`config.mk`:
```
export PLATFORM = sky130hd
export DESIGN_NAME = mic_i2s_rx
export DESIGN_NICKNAME = d
export VERILOG_FILES = /design/src/rtl/mic_rx_pkg.sv /design/src/rtl/mic_i2s_line.sv /design/src/rtl/mic_i2s_rx.sv
export SDC_FILE = /design/constraint.sdc
export NUM_CORES = 1
export LEC_CHECK = 0
export ABC_CLOCK_PERIOD_IN_PS = 21700
export BUFFER_PORTS_ARGS = -buffer_cell sky130_fd_sc_hd__buf_2
export CORE_AREA = 2 2 174 176
export CTS_CLUSTER_SIZE = 20
export DETAILED_ROUTE_END_ITERATION = 10
export DIE_AREA = 0 0 176 178
export PLACE_DENSITY_LB_ADDON = 0.25
export SYNTH_ARGS = -nofsm -noshare
export SYNTH_HDL_FRONTEND = slang
export SYNTH_SLANG_ARGS = --single-unit
```
`constraint.sdc`:
```
create_clock -name clk_in -period 21.7 [get_ports clk_in]
set_clock_uncertainty 0.1 [all_clocks]
set_input_delay 3.255 -clock clk_in [delete_from_list [all_inputs] [get_ports clk_in]]
set_output_delay 3.255 -clock clk_in [all_outputs]
set_load 0.1 [all_outputs]
```
`src/rtl/mic_rx_pkg.sv`:
```
// Shared constants and FSM state type for the I2S microphone receiver.
package mic_rx_pkg;

  localparam int SLOT_BITS  = 32;                  // SCK periods per L or R slot
  localparam int FRAME_BITS = 64;                  // SCK periods per L+R frame
  localparam int SYNC_LAT   = 2;                   // flops in the mic_sd synchroniser
  localparam int BIT_W      = $clog2(FRAME_BITS);  // width of the frame bit counter
  localparam int SLOT_W     = $clog2(SLOT_BITS);   // width of the in-slot bit index

  typedef enum logic [0:0] {
    IDLE = 1'b0,
    SEND = 1'b1
  } state_e;

endpackage

```
`src/rtl/mic_i2s_line.sv`:
```
// One I2S data line: synchronises mic_sd and shifts the Left and Right
// slot bits into their own registers, MSB first, at the capture strobe.
module mic_i2s_line
  import mic_rx_pkg::*;
#(
  parameter int SAMPLE_W = 24
) (
  input  logic                clk_in,
  input  logic                rst,
  input  logic                enable,
  input  logic                sample_stb,
  input  logic [BIT_W-1:0]    bit_cnt,
  input  logic                sd,
  output logic [SAMPLE_W-1:0] left_data,
  output logic [SAMPLE_W-1:0] right_data
);

  logic [SYNC_LAT-1:0] sync_q, sync_d;
  logic [SAMPLE_W-1:0] left_q, left_d;
  logic [SAMPLE_W-1:0] right_q, right_d;
  logic [SLOT_W-1:0]   slot_idx;
  logic                capture;
  logic                sd_sync;

  // Next-state for the synchroniser and the slot shift registers.
  always_comb begin
    // NOTE: every signal gets a default first so no path can leave it unassigned and infer a latch.
    sync_d   = {sync_q[SYNC_LAT-2:0], sd};
    sd_sync  = sync_q[SYNC_LAT-1];
    slot_idx = bit_cnt[SLOT_W-1:0];
    capture  = sample_stb && (slot_idx >= SLOT_W'(1)) && (slot_idx <= SLOT_W'(SAMPLE_W));
    left_d   = left_q;
    right_d  = right_q;
    if (!enable) begin
      // A partial frame is thrown away; the next frame starts from clean registers.
      left_d  = '0;
      right_d = '0;
    end else if (capture) begin
      if (bit_cnt[BIT_W-1]) begin
        right_d = {right_q[SAMPLE_W-2:0], sd_sync};
      end else begin
        left_d  = {left_q[SAMPLE_W-2:0], sd_sync};
      end
    end
  end

  // State registers with synchronous reset.
  always_ff @(posedge clk_in) begin
    // NOTE: sequential state uses non-blocking assignments so every flop samples pre-edge values.
    if (rst) begin
      sync_q  <= '0;
      left_q  <= '0;
      right_q <= '0;
    end else begin
      sync_q  <= sync_d;
      left_q  <= left_d;
      right_q <= right_d;
    end
  end

  assign left_data  = left_q;
  assign right_data = right_q;

endmodule

```
`src/rtl/mic_i2s_rx.sv`:
```
// Multi-line I2S microphone receiver: generates mic_sck/mic_ws, captures
// 2*NUM_LINES samples per frame and drains them as a valid/ready stream.
// Optional feature: define MIC_RX_OVR_CNT_EN to add the saturating
// 16-bit ovr_cnt output counting dropped frames.
module mic_i2s_rx
  import mic_rx_pkg::*;
#(
  parameter int NUM_LINES = 4,
  parameter int SAMPLE_W  = 24,
  parameter int SCK_DIV   = 30
) (
  input  logic                             clk_in,
  input  logic                             rst,
  input  logic                             enable,
  input  logic [NUM_LINES-1:0]             mic_sd,
  output logic                             mic_sck,
  output logic                             mic_ws,
  output logic                             out_valid,
  input  logic                             out_ready,
  output logic [SAMPLE_W-1:0]              out_data,
  output logic [$clog2(2*NUM_LINES)-1:0]   out_ch,
  output logic                             out_last,
  output logic                             overrun
`ifdef MIC_RX_OVR_CNT_EN
  ,
  output logic [15:0]                      ovr_cnt
`endif
);

  localparam int NUM_CH = 2 * NUM_LINES;
  localparam int CH_W   = $clog2(NUM_CH);
  localparam int DIV_W  = $clog2(SCK_DIV);

  localparam logic [DIV_W-1:0] DIV_LAST   = DIV_W'(SCK_DIV - 1);
  localparam logic [DIV_W-1:0] DIV_HALF   = DIV_W'(SCK_DIV / 2);
  localparam logic [DIV_W-1:0] DIV_SAMPLE = DIV_W'(SCK_DIV / 2 + SYNC_LAT);
  localparam logic [BIT_W-1:0] BIT_LAST   = BIT_W'(FRAME_BITS - 1);
  localparam logic [CH_W-1:0]  CH_LAST    = CH_W'(NUM_CH - 1);

  logic [DIV_W-1:0] div_cnt_q, div_cnt_d;
  logic [BIT_W-1:0] bit_cnt_q, bit_cnt_d;
  logic             mic_sck_q, mic_sck_d;
  logic             mic_ws_q, mic_ws_d;
  state_e           state_q, state_d;
  logic [CH_W-1:0]  ch_q, ch_d, ch_next;
  logic [SAMPLE_W-1:0] data_q, data_d;
  logic             last_q, last_d;
  logic             overrun_q, overrun_d;
  logic [NUM_CH-1:0][SAMPLE_W-1:0] hold_q, hold_d;
  logic [NUM_CH-1:0][SAMPLE_W-1:0] cap;

  logic wrap;
  logic frame_done;
  logic sample_stb;

  assign wrap       = enable && (div_cnt_q == DIV_LAST);
  assign frame_done = wrap && (bit_cnt_q == BIT_LAST);
  assign sample_stb = enable && (div_cnt_q == DIV_SAMPLE);

  // Per-line capture; channel 2*g is the Left mic, 2*g+1 the Right mic.
  for (genvar g = 0; g < NUM_LINES; g++) begin : g_line
    mic_i2s_line #(
      .SAMPLE_W (SAMPLE_W)
    ) u_line (
      .clk_in     (clk_in),
      .rst        (rst),
      .enable     (enable),
      .sample_stb (sample_stb),
      .bit_cnt    (bit_cnt_q),
      .sd         (mic_sd[g]),
      .left_data  (cap[2*g]),
      .right_data (cap[2*g+1])
    );
  end

  // Clock divider, frame bit counter and the registered SCK/WS they imply.
  always_comb begin
    div_cnt_d = div_cnt_q + DIV_W'(1);
    bit_cnt_d = bit_cnt_q;
    if (!enable) begin
      div_cnt_d = '0;
      bit_cnt_d = '0;
    end else if (wrap) begin
      div_cnt_d = '0;
      bit_cnt_d = bit_cnt_q + BIT_W'(1);
    end
    // Decoding from the next count makes the flops line up with div_cnt_q.
    mic_sck_d = (div_cnt_d >= DIV_HALF);
    mic_ws_d  = bit_cnt_d[BIT_W-1];
  end

  // Holding buffer and stream FSM: load on frame_done when idle, drop while sending.
  always_comb begin
    state_d   = state_q;
    hold_d    = hold_q;
    ch_d      = ch_q;
    data_d    = data_q;
    last_d    = last_q;
    overrun_d = 1'b0;
    ch_next   = ch_q + CH_W'(1);
    case (state_q)
      IDLE: begin
        if (frame_done) begin
          hold_d  = cap;
          state_d = SEND;
          ch_d    = '0;
          data_d  = cap[0];
          last_d  = (CH_LAST == '0);
        end
      end
      SEND: begin
        // The buffer counts as full through the final handshake cycle.
        overrun_d = frame_done;
        if (out_ready) begin
          if (last_q) begin
            state_d = IDLE;
            ch_d    = '0;
            data_d  = '0;
            last_d  = 1'b0;
          end else begin
            ch_d   = ch_next;
            data_d = hold_q[ch_next];
            last_d = (ch_next == CH_LAST);
          end
        end
      end
      default: state_d = IDLE;
    endcase
  end

  // Control and output registers with synchronous reset.
  always_ff @(posedge clk_in) begin
    if (rst) begin
      div_cnt_q <= '0;
      bit_cnt_q <= '0;
      mic_sck_q <= 1'b0;
      mic_ws_q  <= 1'b0;
      state_q   <= IDLE;
      ch_q      <= '0;
      data_q    <= '0;
      last_q    <= 1'b0;
      overrun_q <= 1'b0;
    end else begin
      div_cnt_q <= div_cnt_d;
      bit_cnt_q <= bit_cnt_d;
      mic_sck_q <= mic_sck_d;
      mic_ws_q  <= mic_ws_d;
      state_q   <= state_d;
      ch_q      <= ch_d;
      data_q    <= data_d;
      last_q    <= last_d;
      overrun_q <= overrun_d;
    end
  end

  // Sample storage for the frame being drained.
  always_ff @(posedge clk_in) begin
    // NOTE: the buffer has no reset; it is only read while SEND, after a full load.
    hold_q <= hold_d;
  end

`ifdef MIC_RX_OVR_CNT_EN
  logic [15:0] ovr_cnt_q, ovr_cnt_d;

  // Saturating count of dropped frames.
  always_comb begin
    ovr_cnt_d = ovr_cnt_q;
    if (overrun_d && (ovr_cnt_q != 16'hFFFF)) begin
      ovr_cnt_d = ovr_cnt_q + 16'd1;
    end
  end

  // Counter register, cleared by reset.
  always_ff @(posedge clk_in) begin
    if (rst) begin
      ovr_cnt_q <= '0;
    end else begin
      ovr_cnt_q <= ovr_cnt_d;
    end
  end

  assign ovr_cnt = ovr_cnt_q;
`endif

  assign mic_sck   = mic_sck_q;
  assign mic_ws    = mic_ws_q;
  assign out_valid = (state_q == SEND);
  assign out_data  = data_q;
  assign out_ch    = ch_q;
  assign out_last  = last_q;
  assign overrun   = overrun_q;

endmodule
```
* Yosys cells after proc, flatten, opt, wreduce, memory -nomap -nowiden *
Cells that the tools add are included.

storage, ports and cells
  flip-flop bits (word level) = 434
  bits of input ports = 8
  word-level logic and storage cells = 76

cells by class
  add/sub/neg operators = 3
  magnitude comparators = 4
  equal/unequal tests = 6
  muxes and demuxes = 20
  bitwise operators = 3
  reductions and logical operators = 11

operator list
  kind                                                                                  count
  24-bit two-way mux                                                                    4
  24-bit binary-select mux with 3-bit select                                            1
  24-bit one-hot mux with 2 select lines                                                1
  5-bit equality test (second input constant)                                           2
  5-bit two-way mux                                                                     2
  3-bit two-way mux                                                                     3
  2-bit AND reduction                                                                   4
  6-bit by 1-bit adder with 6-bit output (second input constant)                        1
  6-bit equality test (second input constant)                                           1
  1-bit two-way mux                                                                     6
  3-bit one-hot mux with 2 select lines                                                 1
  5-bit by 1-bit adder with 5-bit output (second input constant)                        1
  5-bit by 1-bit greater-or-equal comparator with 1-bit output (second input constant)  1
  5-bit by 4-bit greater-or-equal comparator with 1-bit output (second input constant)  1
  5-bit less-or-equal comparator (second input constant)                                1
  1-bit logical AND                                                                     5
  3-bit by 4-bit < comparator with 1-bit output (second input constant)                 1
  2-bit inequality test (second input constant)                                         2
  1-bit one-hot mux with 2 select lines                                                 2
  2-bit OR reduction                                                                    2
  3-bit by 1-bit adder with 3-bit output (second input constant)                        1
  3-bit equality test (second input constant)                                           1
  1-bit inverter                                                                        3

* Logic depth before layout (Yosys ltp) *
  word-level depth = 6
  depth in mapped cells = 9
  depth with buffers taken out = 6

* Hierarchy *
A second synthesis with hierarchy kept.

second synthesis, totals
  cell total of the unflattened synthesis = 1145
  area total of the unflattened synthesis = 16321.9 um2

modules (own cells, without submodules)
  module        times used  cells each  area an instance (um2)  seq. area each (um2)
  mic_i2s_rx    1           481         8914.8                  6606.3
  mic_i2s_line  4           166         1851.8                  1001.0

* Least setup slack after synthesis *
No wires, ideal clock.

  path type = input -> register
  start = in enable
  end = reg hold_q[0] (netlist name) (enable)
  library setup time = 0.978 ns
  data arrival time = 16.628 ns
  required time = 20.622 ns
  path slack = 3.994 ns
  stages on the path = 3
  path through = nand3_1 clkbuf_1 nor3_1

on the way
  cells in the longest elaborated chain, start to end = 3

RTL lines
  item                                  line               RTL
  start, declared                       mic_i2s_rx.sv:14   input logic enable,
  1-bit logical AND                     mic_i2s_rx.sv:56   assign wrap = enable && (div_cnt_q == DIV_LAST);
  1-bit logical AND                     mic_i2s_rx.sv:57   assign frame_done = wrap && (bit_cnt_q == BIT_LAST);
  2-bit AND reduction (no source line)  n/a
  end signal, assigned                  mic_i2s_rx.sv:159  hold_q <= hold_d;
  end, declared                         mic_i2s_rx.sv:49   logic [NUM_CH-1:0][SAMPLE_W-1:0] hold_q, hold_d;

No other way between the ends.
A chain may end at the register's enable or synchronous reset.

* Worst setup path after layout *
  start = in rst
  end = reg g_line[3].u_line.left_q[17]

on the way
  cells in the longest elaborated chain, start to end = 1

RTL lines
  item                                 line                RTL
  start, declared                      mic_i2s_rx.sv:13    input logic rst,
  2-bit OR reduction (no source line)  n/a
  end signal, assigned                 mic_i2s_line.sv:56  left_q <= left_d;
  end, declared                        mic_i2s_line.sv:19  logic [SAMPLE_W-1:0] left_q, left_d;

No other way between the ends.

==> summary.txt <==
STA
  • Fin crit share: 26.6%
  • Final hold slack: 323 ps
  • RSZ-0062 raised after global routing: no
  • Final hold vios: 0
  • Max Clk Rate: 0.173 GHz
  • Final Max Tran Viols: 0
  • Slew margin rel.: 23.9%
  • Setup TNS: 0 ps
  • Final setup fails: 0
  • Final min period: 5770 ps
  • Worst-Margin Slew: 1140 ps

Floorplanning
  • Die Wd: 176 um
  • # rows: 63
  • I/O pins: 40
  • Core Box Area: 29400 um^2
  • Initial core utilization: 54.6%
  • Die area: 31300 um^2
  • Die height: 178 um

Layout
  • Register area: 10600 um^2
  • Commonest non-fill, non-tap cell in the layout: dfxtp_1
  • Antenna diode count: 0
  • Most frequent cells in the layout: dfxtp_1, nand2_1, mux2i_1, edfxtp_1, mux4_2
  • Share of cells above drive strength 1: 15.2%
  • Nets: 1176
  • Multi-input logic area: 5010 um^2
  • P&R area growth vs syn: 11.3%
  • Filler cells: 2270

Drt
  • Drt wl/cell: 19.3 um
  • Residual DRC: 0
  • Initial DRC count: 717
  • Routed WL: 30600 um
  • DR pass1 iterations: 5
  • Antenna-violating nets left: 0
  • Vias/cell: 5.60
  • Total number of vias: 8876

Yosys
  • Share of the synthesized area in the top cell type: 35.9%
  • Cell variety after synth: 40
  • Yosys Warn Count: 0
  • Yosys top cell by area: edfxtp_1
  • Synth Flop Type: dfxtp_1
  • Synth top area cells: edfxtp_1, dfxtp_1, mux2i_1
  • Post-synth ARST share: 0%
  • Sequential area share after synthesis: 66.1%
  • Mapped Avg Cell Area: 14.1 um^2
  • Mapped Cells: 1140
  • Post-synth EDFFs: 192
  • Synthesized net count: 1155
  • Syn Std Cell Area: 16100 um^2
  • #FFs+latches synth: 434

Setup path
  • Critical R2R Launch: div_cnt_q[0]
  • Slowest stage cell on the critical path: buf_4
  • Crit path DAT: 6130 ps
  • CP Max Fanout: 105
  • Crit. End Element: flip-flop
  • Slowest stage delay, CP: 920 ps
  • Most used cell along the critical path: buf_4
  • Crit-path cells: buf_2, nor2b_4, buf_4, buf_4, nand2_1, mux2i_1
  • RR Endpoint: g_line[2].u_line.left_data[3]
  • R2r setup slk: 18230 ps
  • Setup crit start: rst
  • CP startpoint kind: input port
  • Worst r2r path cells: 6
  • Crit path kind: input port to flip-flop
  • Worst setup path endpoint: g_line[3].u_line.left_data[17]
  • Worst EP required: 22050 ps

CTS
  • CTS Hold Bufs: 0
  • CTS Buffer Depth: 3
  • Post_cts resized: 0
  • CTS Root Cell: clkbuf_16
  • # H-tree levels: 2
  • Clock slew at reported path FFs: 60 ps
  • Clk_lat worst skew: 530 ps
  • Postcts setup bufs: 0
  • Num Clock Sinks: 434
  • TritonCTS clock tree: built
  • Num CTS Buffers: 44

Global routing
  • GRT Total Usage: 20.1%
  • Via count of the first global-routing pass: 9081
  • Antenna violations before repair: 0
  • Grt ovf: 0
  • Largest net degree at the start of global routing: 193
  • Wire length of the first global-routing pass: 49000 um

Placement
  • Port Buffers: 39
  • Hpwl dp: 18100 um
  • Gpl congestion: 0.818

Power and ir drop
  • Peak VDD IR: 0.0801 mV
  • Power per standard cell area: 89.9 nW/um^2
  • Tot Pwr: 0.00161 W
  • LEAKAGE: 6.36 nW

Min path
  • Hold/Removal Path Class: flip-flop to flip-flop

Outcome
  • Outcome: completed

Flow run
  • Max cap viols: 0
cells in the mapped netlist (2+ instances only):
library cell / number
dfxtp_1: 242
nand2_1: 202
edfxtp_1: 192
mux2i_1: 192
mux4_2: 48
nor2_1: 46
clkbuf_1: 39
a32oi_1: 22
a211oi_1: 20
a31oi_1: 20
nand3_1: 12
buf_2: 11
buf_4: 11
buf_8: 9
nor2b_1: 9
ha_1: 7
inv_1: 7
xnor2_1: 7
nor3_1: 6
a311oi_1: 5
a21oi_1: 4
buf_6: 3
xor2_1: 3
and3_1: 2
buf_1: 2
nand2b_1: 2
nor4_1: 2
o21ai_0: 2
o41ai_1: 2
state kept, by name, summed over array words and instances, names as in the netlist:
signal                    flops
g_line.u_line.right_data     96
g_line.u_line.sync_q          8
overrun                       1
hold_q                      192
g_line.u_line.left_data      96
out_ch                        3
out_data                     24
bit_cnt_q                     6
mic_sck                       1
div_cnt_q                     5
out_last                      1
out_valid                     1
logic make-up after synthesis:
| family | share of synthesized area (%) |
|---|---|
| flops | 66.1 |
| fa+ha+maj | 0.545 |
| buf+inv | 3.03 |
| compound gates | 3.86 |
| xor+xnor | 0.545 |
| simple gates | 7.26 |
| mux | 18.7 |
how the worst min path moves through the flow:
| stage | startpoint | to | slack, ps | cells past startpoint |
|---|---|---|---|---|
| after CTS | g_line[3].u_line.right_data[6] | hold_q[174] | 320 | 0 |
| after detailed placement | g_line[2].u_line.right_data[2] | hold_q[122] | 310 | 0 |
| final | g_line[1].u_line.right_data[16] | hold_q[88] | 320 | 0 |
| after global placement | g_line[1].u_line.left_data[19] | hold_q[67] | 310 | 0 |
| after floorplan | g_line[2].u_line.left_data[4] | hold_q[100] | 310 | 0 |
| after global routing | g_line[3].u_line.right_data[6] | hold_q[174] | 320 | 0 |
where the power goes:
group          leakage [nW]  internal [W]  switching [W]
registers              4.19      0.000847    0.000000373
logic                  1.45    0.00000155     0.00000849
clock network         0.723      0.000448       0.000303
layout make-up:
type	instances	share of cell area [%]
inverter	7	0.147
clock inverter	22	1.22
timing repair buffer	50	1.62
clock buffer	58	6.91
multi-input combinational	624	28.0
sequential	434	59.4
tap	390	2.73
per-stage QoR:
step / instances / setup WS, ps / instance area, um^2 / util [%]
3_3_place_gp: 1505 / 15460 / 16400 / 55.9
5_1_grt: 1585 / 15730 / 17900 / 60.8
4_1_cts: 1585 / 15950 / 17900 / 60.8
6_report: 1585 / 15930 / 17900 / 60.8
2_1_floorplan: 1140 / 3990 / 16100 / -
3_5_place_dp: 1505 / 15370 / 16400 / 55.9
worst max-delay path: cells and delay by family:
kind	cells	cell delay, ps
buffers and inverters	3	2060
AND/OR/NAND/NOR	2	430
multiplexers	1	180
metal layers:
layer	vias to the layer above	GRT usage, %	routed length [um]
met5	-	0	0
met4	0	7.54	1010
met3	64	2.86	1250
met2	165	32.3	14300
met1	4415	28.1	14000
li1	4232	-	-
No activity file was read; power rests on OpenSTA's default activity.
